**src/rtl/i2s_receiver.sv**
```systemverilog
// I2S receiver: captures MSB-first left/right words from a codec serial
// stream that is asynchronous to clk and presents them as a word pair.
// All codec inputs are resynchronised; state only advances on rising
// edges of the synchronised bit clock.
module i2s_receiver #(
    parameter int SAMPLE_WIDTH = 16
) (
    input  logic                    clk,
    input  logic                    rst,
    input  logic                    audio_lrck,
    input  logic                    audio_sck,
    input  logic                    audio_sdout,
    output logic [SAMPLE_WIDTH-1:0] sample_left,
    output logic [SAMPLE_WIDTH-1:0] sample_right,
    output logic                    sample_valid,
    output logic                    frame_err
);

    localparam int CW = $clog2(SAMPLE_WIDTH + 1);

    typedef enum logic [1:0] {
        ST_SYNC  = 2'd0,
        ST_DELAY = 2'd1,
        ST_SHIFT = 2'd2,
        ST_PAD   = 2'd3
    } state_t;

    // Synchronizer chains; sck carries one extra stage for edge detection.
    logic lr_s1_q, lr_s2_q;
    logic sd_s1_q, sd_s2_q;
    logic sck_s1_q, sck_s2_q, sck_s3_q;

    // Receiver state.
    state_t                  state_q;
    logic                    chan_q;      // 0 = left word being received, 1 = right
    logic                    prev_lr_q;   // lrck as sampled at the previous bit event
    logic [CW-1:0]           count_q;
    logic [SAMPLE_WIDTH-1:0] shift_q;
    logic [SAMPLE_WIDTH-1:0] staging_q;   // completed left word awaiting its right partner
    logic                    left_ok_q;
    logic                    pair_pend_q; // pair loaded this cycle, valid follows next cycle

    // Registered outputs.
    logic [SAMPLE_WIDTH-1:0] sample_left_q;
    logic [SAMPLE_WIDTH-1:0] sample_right_q;
    logic                    sample_valid_q;
    logic                    frame_err_q;

    // Combinational helpers derived from the synchronised inputs.
    logic                    bit_evt;
    logic                    lr_change;
    logic                    word_done;
    logic [SAMPLE_WIDTH-1:0] shift_d;

    // Resynchronise the codec signals into the clk domain.
    always_ff @(posedge clk) begin
        if (rst) begin
            lr_s1_q  <= 1'b0;
            lr_s2_q  <= 1'b0;
            sd_s1_q  <= 1'b0;
            sd_s2_q  <= 1'b0;
            sck_s1_q <= 1'b0;
            sck_s2_q <= 1'b0;
            sck_s3_q <= 1'b0;
        end else begin
            lr_s1_q  <= audio_lrck;
            lr_s2_q  <= lr_s1_q;
            sd_s1_q  <= audio_sdout;
            sd_s2_q  <= sd_s1_q;
            sck_s1_q <= audio_sck;
            sck_s2_q <= sck_s1_q;
            sck_s3_q <= sck_s2_q;
        end
    end

    // Decode bit events, channel changes and the next shift-register value.
    always_comb begin
        bit_evt   = sck_s2_q & ~sck_s3_q;
        lr_change = (lr_s2_q != prev_lr_q);
        word_done = (count_q == CW'(SAMPLE_WIDTH - 1));
        shift_d   = {shift_q[SAMPLE_WIDTH-2:0], sd_s2_q};
    end

    // Frame-tracking FSM: word capture, left/right pairing and output pulses.
    always_ff @(posedge clk) begin
        if (rst) begin
            state_q        <= ST_SYNC;
            chan_q         <= 1'b0;
            prev_lr_q      <= 1'b0;
            count_q        <= '0;
            shift_q        <= '0;
            staging_q      <= '0;
            left_ok_q      <= 1'b0;
            pair_pend_q    <= 1'b0;
            sample_left_q  <= '0;
            sample_right_q <= '0;
            sample_valid_q <= 1'b0;
            frame_err_q    <= 1'b0;
        end else begin
            // Pulses last exactly one cycle unless re-armed below.
            frame_err_q    <= 1'b0;
            pair_pend_q    <= 1'b0;
            sample_valid_q <= pair_pend_q;

            if (bit_evt) begin
                prev_lr_q <= lr_s2_q;
                case (state_q)
                    ST_SYNC: begin
                        // Wait for the first slot boundary before trusting alignment.
                        if (lr_change) begin
                            state_q <= ST_DELAY;
                            chan_q  <= lr_s2_q;
                        end else begin
                            state_q <= ST_SYNC;
                        end
                    end

                    ST_DELAY: begin
                        // The one-bit I2S delay slot carries no data for this word.
                        state_q <= ST_SHIFT;
                        count_q <= '0;
                    end

                    ST_SHIFT: begin
                        if (lr_change) begin
                            // Slot ended early: drop the partial word and any pending left.
                            frame_err_q <= 1'b1;
                            left_ok_q   <= 1'b0;
                            chan_q      <= lr_s2_q;
                            count_q     <= '0;
                            state_q     <= ST_DELAY;
                        end else begin
                            shift_q <= shift_d;
                            if (word_done) begin
                                count_q <= CW'(SAMPLE_WIDTH);
                                state_q <= ST_PAD;
                                if (!chan_q) begin
                                    staging_q <= shift_d;
                                    left_ok_q <= 1'b1;
                                end else if (left_ok_q) begin
                                    sample_left_q  <= staging_q;
                                    sample_right_q <= shift_d;
                                    pair_pend_q    <= 1'b1;
                                    left_ok_q      <= 1'b0;
                                end else begin
                                    // Right word without a left partner is discarded.
                                    left_ok_q <= 1'b0;
                                end
                            end else begin
                                count_q <= count_q + CW'(1);
                            end
                        end
                    end

                    ST_PAD: begin
                        // Remaining slot bits (e.g. low bits of wider words) are ignored.
                        if (lr_change) begin
                            state_q <= ST_DELAY;
                            chan_q  <= lr_s2_q;
                        end else begin
                            state_q <= ST_PAD;
                        end
                    end

                    default: begin
                        state_q <= ST_SYNC;
                    end
                endcase
            end
        end
    end

    assign sample_left  = sample_left_q;
    assign sample_right = sample_right_q;
    assign sample_valid = sample_valid_q;
    assign frame_err    = frame_err_q;

endmodule

```
**config.mk**
```make
export PLATFORM = sky130hd
export DESIGN_NAME = i2s_receiver
export DESIGN_NICKNAME = d
export VERILOG_FILES = /design/src/rtl/i2s_receiver.sv
export SDC_FILE = /design/constraint.sdc
export NUM_CORES = 1
export LEC_CHECK = 0
export CORE_MARGIN = 1.5
export CORE_UTILIZATION = 55
export DETAILED_ROUTE_END_ITERATION = 10
export GPL_ROUTABILITY_DRIVEN = 0
export HOLD_SLACK_MARGIN = 0.02
export PLACE_DENSITY_LB_ADDON = 0.05
export SLEW_MARGIN = 5
export SYNTH_ARGS = -nofsm -noshare
export SYNTH_HDL_FRONTEND = slang
export SYNTH_SLANG_ARGS = --single-unit
export TNS_END_PERCENT = 1
```
**constraint.sdc**
```tcl
create_clock -name clk -period 2.2 [get_ports clk]
set_input_delay 0.22 -clock clk [delete_from_list [all_inputs] [get_ports clk]]
set_output_delay 0.22 -clock clk [all_outputs]
set_load 0.05 [all_outputs]
```
---- Word level (Yosys, flattened, before mapping) ----
Index checks and enable logic that the tools add are counted.
storage, ports and cells
  input port bits ......................... 5
  register bits ........................... 83
  logic and storage cells ................. 59
  output and inout bits ................... 34
operators by class
  reduce and logical (&&, ||, !) cells .... 13
  mux-type cells .......................... 13
  bitwise gates (word level) .............. 7
  $add $sub $neg .......................... 1
  equal/unequal tests ..................... 6
operators with widths
  kind                                                  number
  two-way mux 5 bit                                     2
  case mux 5 bit (2 select lines)                       1
  AND reduction 3 bit                                   3
  case mux 2 bit (4 select lines)                       1
  two-way mux 1 bit                                     6
  two-way mux 2 bit                                     3
  inverter 1 bit                                        6
  AND reduction 6 bit                                   1
  OR reduction 3 bit                                    2
  OR reduction 6 bit                                    1
  adder 5 x 1 -> 5 bit (second input constant)          1
  equality test 5 x 4 -> 1 bit (second input constant)  1
  AND reduction 5 bit                                   1
  equality test 2 bit (second input constant)           2
  AND reduction 2 bit                                   2
  nonzero test 2 bit                                    2
  inequality test 3 bit (second input constant)         1
  equality test 2 x 1 -> 1 bit (second input constant)  1
  logical NOT 2 bit                                     1
  bitwise AND 1 bit                                     1
  inequality test 1 bit                                 1

---- Depth between registers and ports, before layout ----
  word-level depth ........................ 4
  mapped depth ............................ 9
  mapped depth without buffers ............ 6

---- Worst setup path after synthesis ----
No wires, ideal clock.
  path type ............................... register to register
  from .................................... register count_q[0]
  to ...................................... register sample_right_q[0] (netlist: sample_right[0])
  path buffers ............................ 2
  data required time ...................... 2.081 ns
  arrival ................................. 1.610 ns
  setup time .............................. 0.119 ns
  setup slack ............................. 0.471 ns
  cell stages (with the launch flop) ...... 9
  period minus slack after synthesis ...... 1.729 ns
  path through ............................ dfxtp_1 ha_1 and3_1 ha_1 and3_1 and3_4 buf_6 buf_12 mux2i_1
on the way
  cells in the longest elaborated chain, start to end .. 2
RTL lines
  what                                  RTL line  text
  start: declaration                    37        logic [CW-1:0] count_q;
  start signal: assignment              135       count_q <= CW'(SAMPLE_WIDTH);
  start signal: assignment              150       count_q <= count_q + CW'(1);
  equality test 5 x 4 -> 1 bit          80        word_done = (count_q == CW'(SAMPLE_WIDTH - 1));
  AND reduction 6 bit (no source line)  -
  end signal: assignment                142       sample_right_q <= shift_d;
  end: declaration                      45        logic [SAMPLE_WIDTH-1:0] sample_right_q;
No other way between the ends.
A chain may end at the register's enable or synchronous reset.

---- Worst setup path in the final report ----
  from .................................... register state_q[0]
  to ...................................... register sample_right_q[1] (netlist: sample_right[1])
on the way
  cells in the longest elaborated chain, start to end .. 2
RTL lines
  what                                  RTL line  text
  start: declaration                    34        state_t state_q;
  start signal: assignment              87        state_q <= ST_SYNC;
  start signal: assignment              111       state_q <= ST_DELAY;
  start signal: assignment              114       state_q <= ST_SYNC;
  equality test 2 bit                   107       case (state_q)
  AND reduction 6 bit (no source line)  -
No other way between the ends.

==> results.md <==
* Status: completed
* Total via count after detailed routing at 2427
* RSZ-0062 raised after global routing: no
* CTS tree: done
* Number of input and output port buffers inserted at 38
* Via count of the first global-routing pass at 2277
* Final routed DRC violation total at 0
* Cell type contributing the most total cell area after synthesis: sky130_fd_sc_hd__dfxtp_1
* Synthesized netlist net count at 354
* Combined global-route utilization of all metal layers at 0.206
* Share of final-layout standard cells stronger than drive strength 1 at 0.0787
* Netlist area before placement at 3490 µm²
* Worst clock skew at 0.00726 ns
* Type of element launching the critical path: flip-flop
* Nature of the critical path endpoint: flip-flop
* Commonest cells after routing, fill and taps aside: 83 x sky130_fd_sc_hd__dfxtp_1, 68 x sky130_fd_sc_hd__nand2b_1, 50 x sky130_fd_sc_hd__mux2i_1
* Floorplan Core Area at 6030 µm²
* Worst Max-Slew Pin Slew at 0.717 ns
* Standby leakage power at 0.00152 µW
* Final hold violation count at 0
* Number of antenna violations at the first check in global routing at 0
* Remaining antenna violation count after routing at 0
* Number of buffers added to fix hold violations after cts at 0
* Area Growth Syn to Fin at 17.4%
* Largest net degree at the start of global routing at 48
* Gr busiest metal: met2
* Detailed Place HPWL at 4.24 mm
* Nets@finish at 388
* Die area at 6830 µm²
* Post-route cell area at 4090 µm²
* Kind of critical path: flip-flop to flip-flop
* Max-slew violation total from the final report at 0
* GR Util met1 at 0.258
* Total Negative Setup Slacks at 0 ns
* Classification of the worst-slack hold path: primary input to flip-flop
* Initial core utilization at 0.579
* Number of iterations in the first detailed-routing pass at 4
* Total wire length after detailed routing at 6.23 mm
* Core Rows at 28
* Maximum number of buffers from clock root to sink at 2
* Leading cell type in the layout, fill and taps excluded: sky130_fd_sc_hd__dfxtp_1
* Vertical die dimension at 82.6 µm
* IR Drop Worst-Case VDD at 0.000396 V
* Fraction of met2 tracks used by global routing at 0.333
* Fraction of the cycle the final worst path needs at 0.858
* Slew HR at 0.522
* Register bit total from synthesis at 83
* Min Tclk post-route at 1.89 ns
* Post-cts sizing count at 0
* Ratio of total power to cell area at 688 nW/µm²
* Violation count after the first detailed-route iteration at 90
* Number of vias per cell at 5.32
* Placement Cell Area at 3870 µm²
* Number of cells produced by synthesis at 342
* Top-area cell type share of the netlist area at 0.476
* I/O Pins at 39
* Clock sink total at 83
* Average size of a mapped cell at 10.2 µm²
* Worst reg2reg path startpoint: state_q[0]
* Number of failing setup endpoints in the final timing report at 0
* Fmax at 0.530 GHz
* Root buf cell: sky130_fd_sc_hd__clkbuf_8
* Wire length of the first global-routing pass at 10.5 mm
* Max-cap violation count at 0
* Most area-consuming cells after synthesis: sky130_fd_sc_hd__dfxtp_1 48%, sky130_fd_sc_hd__mux2i_1 14%, sky130_fd_sc_hd__nand2b_1 12%
* Arrival time worst endpoint at 2.16 ns
* Chip Width at 82.6 µm
* Number of antenna repair diodes at 0
* Clock latency reported for the late side of the worst-skew pair at 0.34 ns
* GR met3 Demand/Resource at 0.0363
* # fillers at 487
* Buffer count from post-CTS setup fixing at 0
* Data required, critical path at 2.47 ns
* Critical path peak fanout at 20
* Synthesis warning total at 0
* Number of buffers added by the clock tree synthesis step at 9
* Clock slew seen by the registers of the worst setup and hold paths at 0.08 ns
* Worst hold path startpoint: audio_lrck
* Avg WL per Cell at 13.7 µm
* Max H-tree Level at 3
* Sequential-to-total area share from yosys stat at 0.476
* Synth cell types at 40
* Start point of the critical path: state_q[0]
* GRT Residual Overflow at 0
final timing paths:
path	end	slack, ns	depth (start not counted)
worst max-delay path	sample_right[1]	0.31	5
worst min-delay path	lr_s1_q	0.43	2
worst min register to register	sd_s2_q	0.45	1
worst max register to register	sample_right[1]	0.31	5
metrics by stage:
| step | instances | power (µW) | setup slack [ns] | utilization | hold WS [ns] |
|---|---|---|---|---|---|
| 2_1_floorplan | 342 | 1610 | 0.471 | - | 0.348 |
| 3_5_place_dp | 440 | 1640 | 0.295 | 0.642 | 0.428 |
| 6_report | 456 | 2820 | 0.312 | 0.679 | 0.426 |
| 3_3_place_gp | 440 | 1630 | 0.339 | 0.642 | 0.417 |
| 4_1_cts | 456 | 2840 | 0.282 | 0.679 | 0.411 |
| 5_1_grt | 456 | 2920 | 0.152 | 0.679 | 0.421 |
Yosys cell counts (all sizes together):
cell and count:
ha 7, a31oi 1, nand3 21, o21ai 16
mux2i 50, nand4 3, nand3b 4, a311o 1
and3 4, a211o 1, nor3 3, nand2b 68
nand2 4, clkbuf 11, a221oi 1, nor2 2
dfxtp 83, buf 14, xor2 1, xnor2 1
a21oi 19, nor4bb 1, o32ai 1, and3b 2
and4bb 1, nand4b 1, nor2b 10, nor3b 2
o211ai 1, or3 1, inv 4, o21bai 1
o31ai 2
area by class of cell:
type | count | area, µm² | area share
Inverter | 4 | 15.0 | 0.00367
Clock inverter | 4 | 72.6 | 0.0177
Clock buffer | 12 | 155 | 0.0379
Timing Repair Buffer | 48 | 450 | 0.110
Sequential cell | 83 | 1660 | 0.406
Multi-Input combinational cell | 230 | 1650 | 0.402
Tap cell | 75 | 93.8 | 0.0229
report_power, final:
group / total, µW / leakage [µW] / switching [µW] / internal, µW
clock network: 1220 / 0.000113 / 516 / 700
registers: 1520 / 0.000670 / 7.58 / 1510
logic: 84.6 / 0.000737 / 43.0 / 41.6
total: 2820 / 0.00152 / 567 / 2250
critical path, cell delays in order, from the launching register on:
cell and delay (ns):
sky130_fd_sc_hd__dfxtp_1 0.35, sky130_fd_sc_hd__inv_1 0.10, sky130_fd_sc_hd__ha_1 0.35, sky130_fd_sc_hd__and3b_1 0.30, sky130_fd_sc_hd__and3_4 0.47, sky130_fd_sc_hd__mux2i_1 0.25
sequential cells by signal, summed over array words and instances, names as in the netlist, 2 cells and up:
signal	flops
shift_q	15
state_q	2
staging_q	16
sample_right	16
sample_left	16
count_q	5
logic make-up (layout without fill, tap and decap cells):
logic type / after synthesis / in the layout / share of synthesized area
flip-flops: 83 / 83 / 0.476
adder cells (fa/ha/maj): 7 / 7 / 0.0251
buffers and inverters: 29 / 68 / 0.0520
AND/OR/NAND/NOR: 127 / 127 / 0.225
AO/OA/AOI/OAI: 44 / 44 / 0.0710
XOR/XNOR: 2 / 2 / 0.00718
multiplexers: 50 / 50 / 0.143
metal layers:
layer	vias to the layer above	part of all wire
met5	-	0
met4	0	0.020
li1	1251	-
met1	1129	0.49
met3	10	0.025
met2	37	0.46
(Power assumes the default switching activity.)
